**src/rtl/ps2_key_decoder.sv**
```systemverilog
// ps2_key_decoder
//   Receives PS/2 device-to-host frames, validates framing and odd parity,
//   strips E0/F0/E1 prefixes and emits one strobed key event per make/break.
// Ports:
//   clk          system clock, rising edge
//   reset        asynchronous active-high reset
//   ps2_clk      raw PS/2 clock pad (async)
//   ps2_data     raw PS/2 data pad (async)
//   key_valid    one-cycle strobe: new key event
//   key_code     base scancode of last event (held)
//   key_ext      last event was E0-prefixed (held)
//   key_release  last event was a break (held)
//   rx_error     one-cycle strobe on parity/start/stop/timeout error
module ps2_key_decoder #(
  parameter int unsigned FILTER_LEN     = 8,
  parameter int unsigned TIMEOUT_CYCLES = 100000
) (
  input  logic       clk,
  input  logic       reset,
  input  logic       ps2_clk,
  input  logic       ps2_data,
  output logic       key_valid,
  output logic [7:0] key_code,
  output logic       key_ext,
  output logic       key_release,
  output logic       rx_error
);

  localparam int unsigned TW = $clog2(TIMEOUT_CYCLES + 1);

  typedef enum logic [1:0] {S_IDLE, S_DATA, S_PARITY, S_STOP} rx_state_t;

  logic            clk_s1, clk_s2, dat_s1, dat_s2;
  logic            filt_clk;
  logic [7:0]      filt_cnt;
  logic            fall;
  rx_state_t       state;
  logic [2:0]      bit_cnt;
  logic [7:0]      shreg;
  logic            par;
  logic [TW-1:0]   to_cnt;
  logic            byte_rdy;
  logic            err_int;
  logic            ext_pend, rel_pend;
  logic [2:0]      skip_cnt;

  // Two-flop synchronisers; idle bus level is high.
  always_ff @(posedge clk or posedge reset) begin
    if (reset) begin
      clk_s1 <= 1'b1;
      clk_s2 <= 1'b1;
      dat_s1 <= 1'b1;
      dat_s2 <= 1'b1;
    end else begin
      clk_s1 <= ps2_clk;
      clk_s2 <= clk_s1;
      dat_s1 <= ps2_data;
      dat_s2 <= dat_s1;
    end
  end

  // filt_cnt counts consecutive samples differing from filt_clk; the
  // FILTER_LEN-th such sample commits the new level.
  wire filt_commit = (clk_s2 != filt_clk) && (filt_cnt == 8'(FILTER_LEN - 1));
  assign fall = filt_commit && filt_clk;

  always_ff @(posedge clk or posedge reset) begin
    if (reset) begin
      filt_clk <= 1'b1;
      filt_cnt <= '0;
    end else if (clk_s2 == filt_clk) begin
      filt_cnt <= '0;
    end else if (filt_commit) begin
      filt_clk <= clk_s2;
      filt_cnt <= '0;
    end else begin
      filt_cnt <= filt_cnt + 8'd1;
    end
  end

  // Frame receiver; an edge takes precedence over a simultaneous timeout.
  always_ff @(posedge clk or posedge reset) begin
    if (reset) begin
      state    <= S_IDLE;
      bit_cnt  <= '0;
      shreg    <= '0;
      par      <= 1'b0;
      to_cnt   <= '0;
      byte_rdy <= 1'b0;
      err_int  <= 1'b0;
    end else begin
      byte_rdy <= 1'b0;
      err_int  <= 1'b0;
      if (state == S_IDLE || fall)
        to_cnt <= '0;
      else
        to_cnt <= to_cnt + 1'b1;

      if (fall) begin
        unique case (state)
          S_IDLE: begin
            if (!dat_s2) begin
              state   <= S_DATA;
              bit_cnt <= '0;
            end else begin
              err_int <= 1'b1;
            end
          end
          S_DATA: begin
            shreg   <= {dat_s2, shreg[7:1]};
            bit_cnt <= bit_cnt + 3'd1;
            if (bit_cnt == 3'd7) state <= S_PARITY;
          end
          S_PARITY: begin
            par   <= dat_s2;
            state <= S_STOP;
          end
          S_STOP: begin
            if (dat_s2 && ((^shreg) ^ par))
              byte_rdy <= 1'b1;
            else
              err_int <= 1'b1;
            state <= S_IDLE;
          end
          default: state <= S_IDLE;
        endcase
      end else if (state != S_IDLE && to_cnt == TW'(TIMEOUT_CYCLES)) begin
        state   <= S_IDLE;
        err_int <= 1'b1;
        to_cnt  <= '0;
      end
    end
  end

  // Prefix decoder and output registers.
  always_ff @(posedge clk or posedge reset) begin
    if (reset) begin
      key_valid   <= 1'b0;
      key_code    <= '0;
      key_ext     <= 1'b0;
      key_release <= 1'b0;
      rx_error    <= 1'b0;
      ext_pend    <= 1'b0;
      rel_pend    <= 1'b0;
      skip_cnt    <= '0;
    end else begin
      key_valid <= 1'b0;
      rx_error  <= err_int;
      if (err_int) begin
        ext_pend <= 1'b0;
        rel_pend <= 1'b0;
      end else if (byte_rdy) begin
        if (skip_cnt != 3'd0) begin
          skip_cnt <= skip_cnt - 3'd1;
        end else if (shreg == 8'hE1) begin
          skip_cnt <= 3'd7;
          ext_pend <= 1'b0;
          rel_pend <= 1'b0;
        end else if (shreg == 8'hE0) begin
          ext_pend <= 1'b1;
        end else if (shreg == 8'hF0) begin
          rel_pend <= 1'b1;
        end else if (!ext_pend && !rel_pend &&
                     (shreg == 8'h00 || shreg == 8'hAA || shreg == 8'hEE ||
                      shreg == 8'hFA || shreg == 8'hFC || shreg == 8'hFD ||
                      shreg == 8'hFE || shreg == 8'hFF)) begin
          // device response bytes: no key event
        end else begin
          key_code    <= shreg;
          key_ext     <= ext_pend;
          key_release <= rel_pend;
          key_valid   <= 1'b1;
          ext_pend    <= 1'b0;
          rel_pend    <= 1'b0;
        end
      end
    end
  end

endmodule
```
**config.mk**
```make
export PLATFORM = sky130hd
export DESIGN_NAME = ps2_key_decoder
export DESIGN_NICKNAME = d
export VERILOG_FILES = /design/src/rtl/ps2_key_decoder.sv
export SDC_FILE = /design/constraint.sdc
export NUM_CORES = 1
export LEC_CHECK = 0
export BUFFER_PORTS_ARGS = -buffer_cell sky130_fd_sc_hd__buf_2
export CORE_ASPECT_RATIO = 1.75
export CORE_MARGIN = 1
export CORE_UTILIZATION = 50
export CTS_BUF_LIST = sky130_fd_sc_hd__clkbuf_4 sky130_fd_sc_hd__clkbuf_8
export DETAILED_ROUTE_END_ITERATION = 7
export PLACE_DENSITY_LB_ADDON = 0.05
export SLEW_MARGIN = 15
export SYNTH_ARGS = -nofsm -noshare
export SYNTH_HDL_FRONTEND = slang
export SYNTH_SLANG_ARGS = --single-unit
```
**constraint.sdc**
```tcl
create_clock -name clk -period 1.81 [get_ports clk]
set_input_delay 0.2715 -clock clk [delete_from_list [all_inputs] [get_ports clk]]
set_output_delay 0.2715 -clock clk [all_outputs]
set_load 0.005 [all_outputs]
```
==> results by stage <==
STA:
- Setup violations remaining at the end of the flow were counted as 40.
- The achievable frequency is about 500 MHz.
- The total negative setup slack is -3.468 ns.
- The final count of pins violating max slew is 0.
- At the pin with the least slew margin, the transition time is around 0.56 ns.
- Clock skew on the completed layout was measured at around 0.0073 ns.
- Setup repair after global routing could not meet its margin everywhere.
- Setup slack on the critical path of the routed design comes to -0.1880 ns.
- The worst slew margin relative to its limit is 0.6277.
- The final critical-path required period is approximately 2 ns.
- The final-report hold violation count came to 0.
- The final clock period utilization by the worst path is 1.104.

Power:
- The clock group share of total power is 0.438.
- Of the total power, the share spent switching nets is 0.2325.
- The internal power of the cells totals 2.332 mW.
- The standby leakage power is approximately 2.1 nW.
- The net switching power of the design is 0.7064 mW.
- The largest vdd supply drop is a little over 800 uV.
- Of the total power, combinational logic draws 0.071.
- The total power after layout is 3.039 mW.
- For this design the ratio of total power to cell area is between 600 and 700 nW/um2.
- Of the total power, registers draw 0.491.

Place:
- The placed instances occupy a cell area of roughly 3800 um2.
- Routability-driven placement finished with a final weighted congestion of slightly below 0.8.
- The instance count after placement with tap cells included is roughly 440.
- The number of buffers added on ports is 15.
- The post-place setup slack is -0.1494 ns.
- Detailed placement finished with a half-perimeter wire length of between 5 and 6 mm.

Cells and area:
- Leaving out filler cells and counting taps, the final layout contains 467.
- After filler insertion, the fill cell instance count of the layout stands at ~460.
- The repair_antennas step left the layout with diodes totalling 0.
- The layout cell share with drive strength beyond 1 is 0.4341.
- The total non-filler cell area in the finished layout is 4370 um2.
- At the end of the flow, the number of nets in the layout was approximately 400.
- The area growth from synthesis to layout is 34.86%.

CTS:
- The maximum level of the CTS H-tree is 3.
- Clock tree synthesis inserted a total of 9 buffers.
- The CTS root buffer is sky130_fd_sc_hd__clkbuf_8.
- The clock sink count is 63.
- The clock transition at the register clock pins on the worst setup and hold paths after CTS is roughly 0.07 ns.
- The CTS tree is yes.
- No sink is reached through more buffers than the 2 on the longest clock path.
- The worst-skew pair later-pin latency is ~0.35 ns.

Critical path:
- The critical path startpoint category is a register.
- The arrival time at the worst endpoint is around 2.2 ns.
- The worst-case register-to-register setup slack is -0.19 ns.
- By startpoint and endpoint, the worst setup path is classified as register to register.
- For the worst flop-to-flop path, the logic depth is 7.
- The required time of the critical path is ~2.1 ns.
- The worst reg2reg path startpoint is shreg[7]$_DFFE_PP0P_.
- The top fanout value on the critical path is 5.
- The worst reg2reg path endpoint is key_code[6]$_DFFE_PP0P_.
- STA classifies the critical path endpoint as a register.

Floorplanning:
- In this run the standard cell core region covers approximately 6200 um2.
- The area of the die is roughly 7000 um2.
- In this run the core area contains 38 standard-cell rows.
- During I/O placement, the number of pins put on the boundary was 16.
- The overall die width is 62.86 um.
- The initial utilization of the core area, before any placement, comes to 0.5203.
- The chip height is approximately 110 um.

Min path:
- The end of the worst hold path is clk_s1$_DFF_PP1_.
- In this run the worst hold path is classified as input pin to register.
- Along the worst hold path, the cell count comes to 1.
- The hold path startpoint is ps2_clk.

Logic synthesis:
- The mean cell area of the mapped netlist is about 11 um2.
- The cell count after synthesis came out at a little under 300.
- The most used flip-flop cell after synthesis is sky130_fd_sc_hd__dfrtp_1.
- The share of flip-flops with an asynchronous set or reset is 1.000.
- The net count of the mapped netlist is roughly 330.
- The number of different library cells used by synthesis comes to 53.
- The number of synthesis warnings is 0.
- The netlist area before placement is between 3000 and 4000 um2.
- The flop and latch count out of synthesis is between 60 and 70.
- Counting flops with a built-in enable in the synthesized netlist gives 0.
- The fraction of the yosys area taken by sequential cells is 0.4884.

GRT:
- After global routing the overflow that remains totals 0.
- The number of antenna violations at the first check in global routing came to 0.
- The first global-routing pass estimated between 10 and 15 mm of wire.
- The number of global-route vias before repair is between 2k and 3k.
- The largest net degree at the start of global routing is 27.
- Across every metal layer, demand over resource in global routing totals 0.2327.

Routing:
- The per-cell via count in the routed design is roughly 5.3.
- The routed wire length is around 7.6 mm.
- In this run, the number of DRC markers left after iteration 0 of detailed routing was 92.
- The routed via count is approximately 2.5k.
- The total DRC errors in the routed layout is 0.
- The post-route antenna net violation count is 0.
- In the final routed layout, each cell accounts on average for around 16 um.
- The iteration count of the initial detailed-routing pass is 4.

Outcome:
- The flow ran to the end, but the final reports show violations.
- The checks that failed: negative setup slack.

Job:
- The max-cap check violation count is 0.
==> sequential cells by signal, summed over array words and instances, names as in the netlist, 2 cells and up <==
signal    cells
key_code      8
filt_cnt      8
skip_cnt      3
state         2
to_cnt       17
shreg         8
bit_cnt       3
==> layer usage <==
layer / up-vias / share of wire / track usage / routed length [um]
met5: - / 0 / 0 / 0
li1: 1219 / - / - / -
met4: 0 / 0.029 / 0.1213 / 217
met3: 17 / 0.020 / 0.04641 / 148
met1: 1226 / 0.36 / 0.2084 / 2704
met2: 26 / 0.59 / 0.4728 / 4496
==> through the flow <==
step,hold WS (ns),utilization
finish,0.01389,0.7017
global route,0.005704,0.7017
CTS,0.0008898,0.6657
detailed placement,0.3504,0.6101
global placement,0.3469,0.6101
floorplan,0.2760,-
==> placed cells by master, fill, tap and decap left out, drive strengths merged, types with 2 or more instances in the layout <==
cell type,n
buf,75
dfrtp,58
nor2,30
ha,24
inv,22
nand2,18
xnor2,14
clkbuf,14
a21oi,12
mux2,11
o21ai,10
nand3,8
mux2i,7
nand4,7
nor4,7
xor2,6
dfstp,5
nor3,5
or4,5
o211ai,5
or3,5
a31oi,3
nor2b,3
nand3b,2
and3,2
o22ai,2
or2,2
clkinvlp,2
o2bb2ai,2
or3b,2
==> timing repair <==
action,CTS,global route
gates cloned,2,2
pin swaps,7,14
hold buffers,1,0
buffers inserted,3,7
hold endpoints to repair,20,0
gates resized for setup,12,44
endpoints found under the setup margin,37,39
==> cell families (layout without fill, tap and decap cells) <==
group	after synthesis	in the layout	share of synthesized area
AOI/OAI and AO/OA	41	43	0.08379
buffers and inverters	28	115	0.03745
xor gates and xnor gates	21	21	0.06100
DFF	63	63	0.4884
and+or+nand+nor	103	103	0.1757
adders and majority gates	24	24	0.09266
muxes	18	18	0.06100
==> power by group through the flow <==
stage          Clock [mW]  Sequential [mW]  Combinational [mW]
2_1_floorplan           0             1.51               0.123
3_3_place_gp            0             1.52               0.190
3_5_place_dp            0             1.52               0.196
4_1_cts              1.35             1.49               0.217
5_1_grt              1.40             1.50               0.245
6_report             1.33             1.49               0.215
==> final cells by class <==
cell class / count / area, um2 / area share
repair buffers: 76 / 563.0 / 0.1288
flip-flops and latches: 63 / 1588 / 0.3633
multi-input cells: 209 / 1812 / 0.4145
clock inverters: 2 / 37.54 / 0.008589
inverters: 23 / 90.09 / 0.02061
clock buffers: 14 / 180.2 / 0.04123
well taps: 80 / 100.1 / 0.02290
==> synthesized netlist by cell type, drive strengths merged, types with 3 or more instances <==
library cell / count / area [um2]
inv: 23 / 86.33
nor2b: 3 / 18.77
mux2: 11 / 127.6
xor2: 6 / 52.55
or4: 5 / 45.04
mux2i: 7 / 70.07
nor3: 5 / 25.02
ha: 24 / 300.3
dfrtp: 58 / 1451
xnor2: 14 / 122.6
nand4: 7 / 43.79
nand3: 8 / 40.04
nor4: 7 / 58.81
nor2: 30 / 112.6
o21ai: 10 / 50.05
or3: 5 / 32.53
o211ai: 3 / 36.28
dfstp: 5 / 131.4
nand2: 18 / 75.07
buf: 3 / 27.52
a21oi: 12 / 60.06
a31oi: 3 / 18.77
==> worst max-delay path, cell delays in order (launching register included) <==
cell and delay, ns:
sky130_fd_sc_hd__dfrtp_1 0.43, sky130_fd_sc_hd__ha_1 0.28, sky130_fd_sc_hd__nand4_1 0.17, sky130_fd_sc_hd__nand4_1 0.16
sky130_fd_sc_hd__a211oi_2 0.22, sky130_fd_sc_hd__buf_4 0.16, sky130_fd_sc_hd__buf_6 0.14, sky130_fd_sc_hd__mux2_2 0.33
==> worst max path at each step <==
stage                                    start                       to
after floorplan           shreg[3]$_DFFE_PP0P_        err_int$_DFF_PP0_
after global placement    shreg[3]$_DFFE_PP0P_        err_int$_DFF_PP0_
after detailed placement  shreg[4]$_DFFE_PP0P_  key_code[5]$_DFFE_PP0P_
after CTS                 shreg[3]$_DFFE_PP0P_        err_int$_DFF_PP0_
after global routing      shreg[7]$_DFFE_PP0P_  key_code[6]$_DFFE_PP0P_
final                     shreg[7]$_DFFE_PP0P_  key_code[6]$_DFFE_PP0P_
Note: power is estimated with default switching activity, not from simulation.
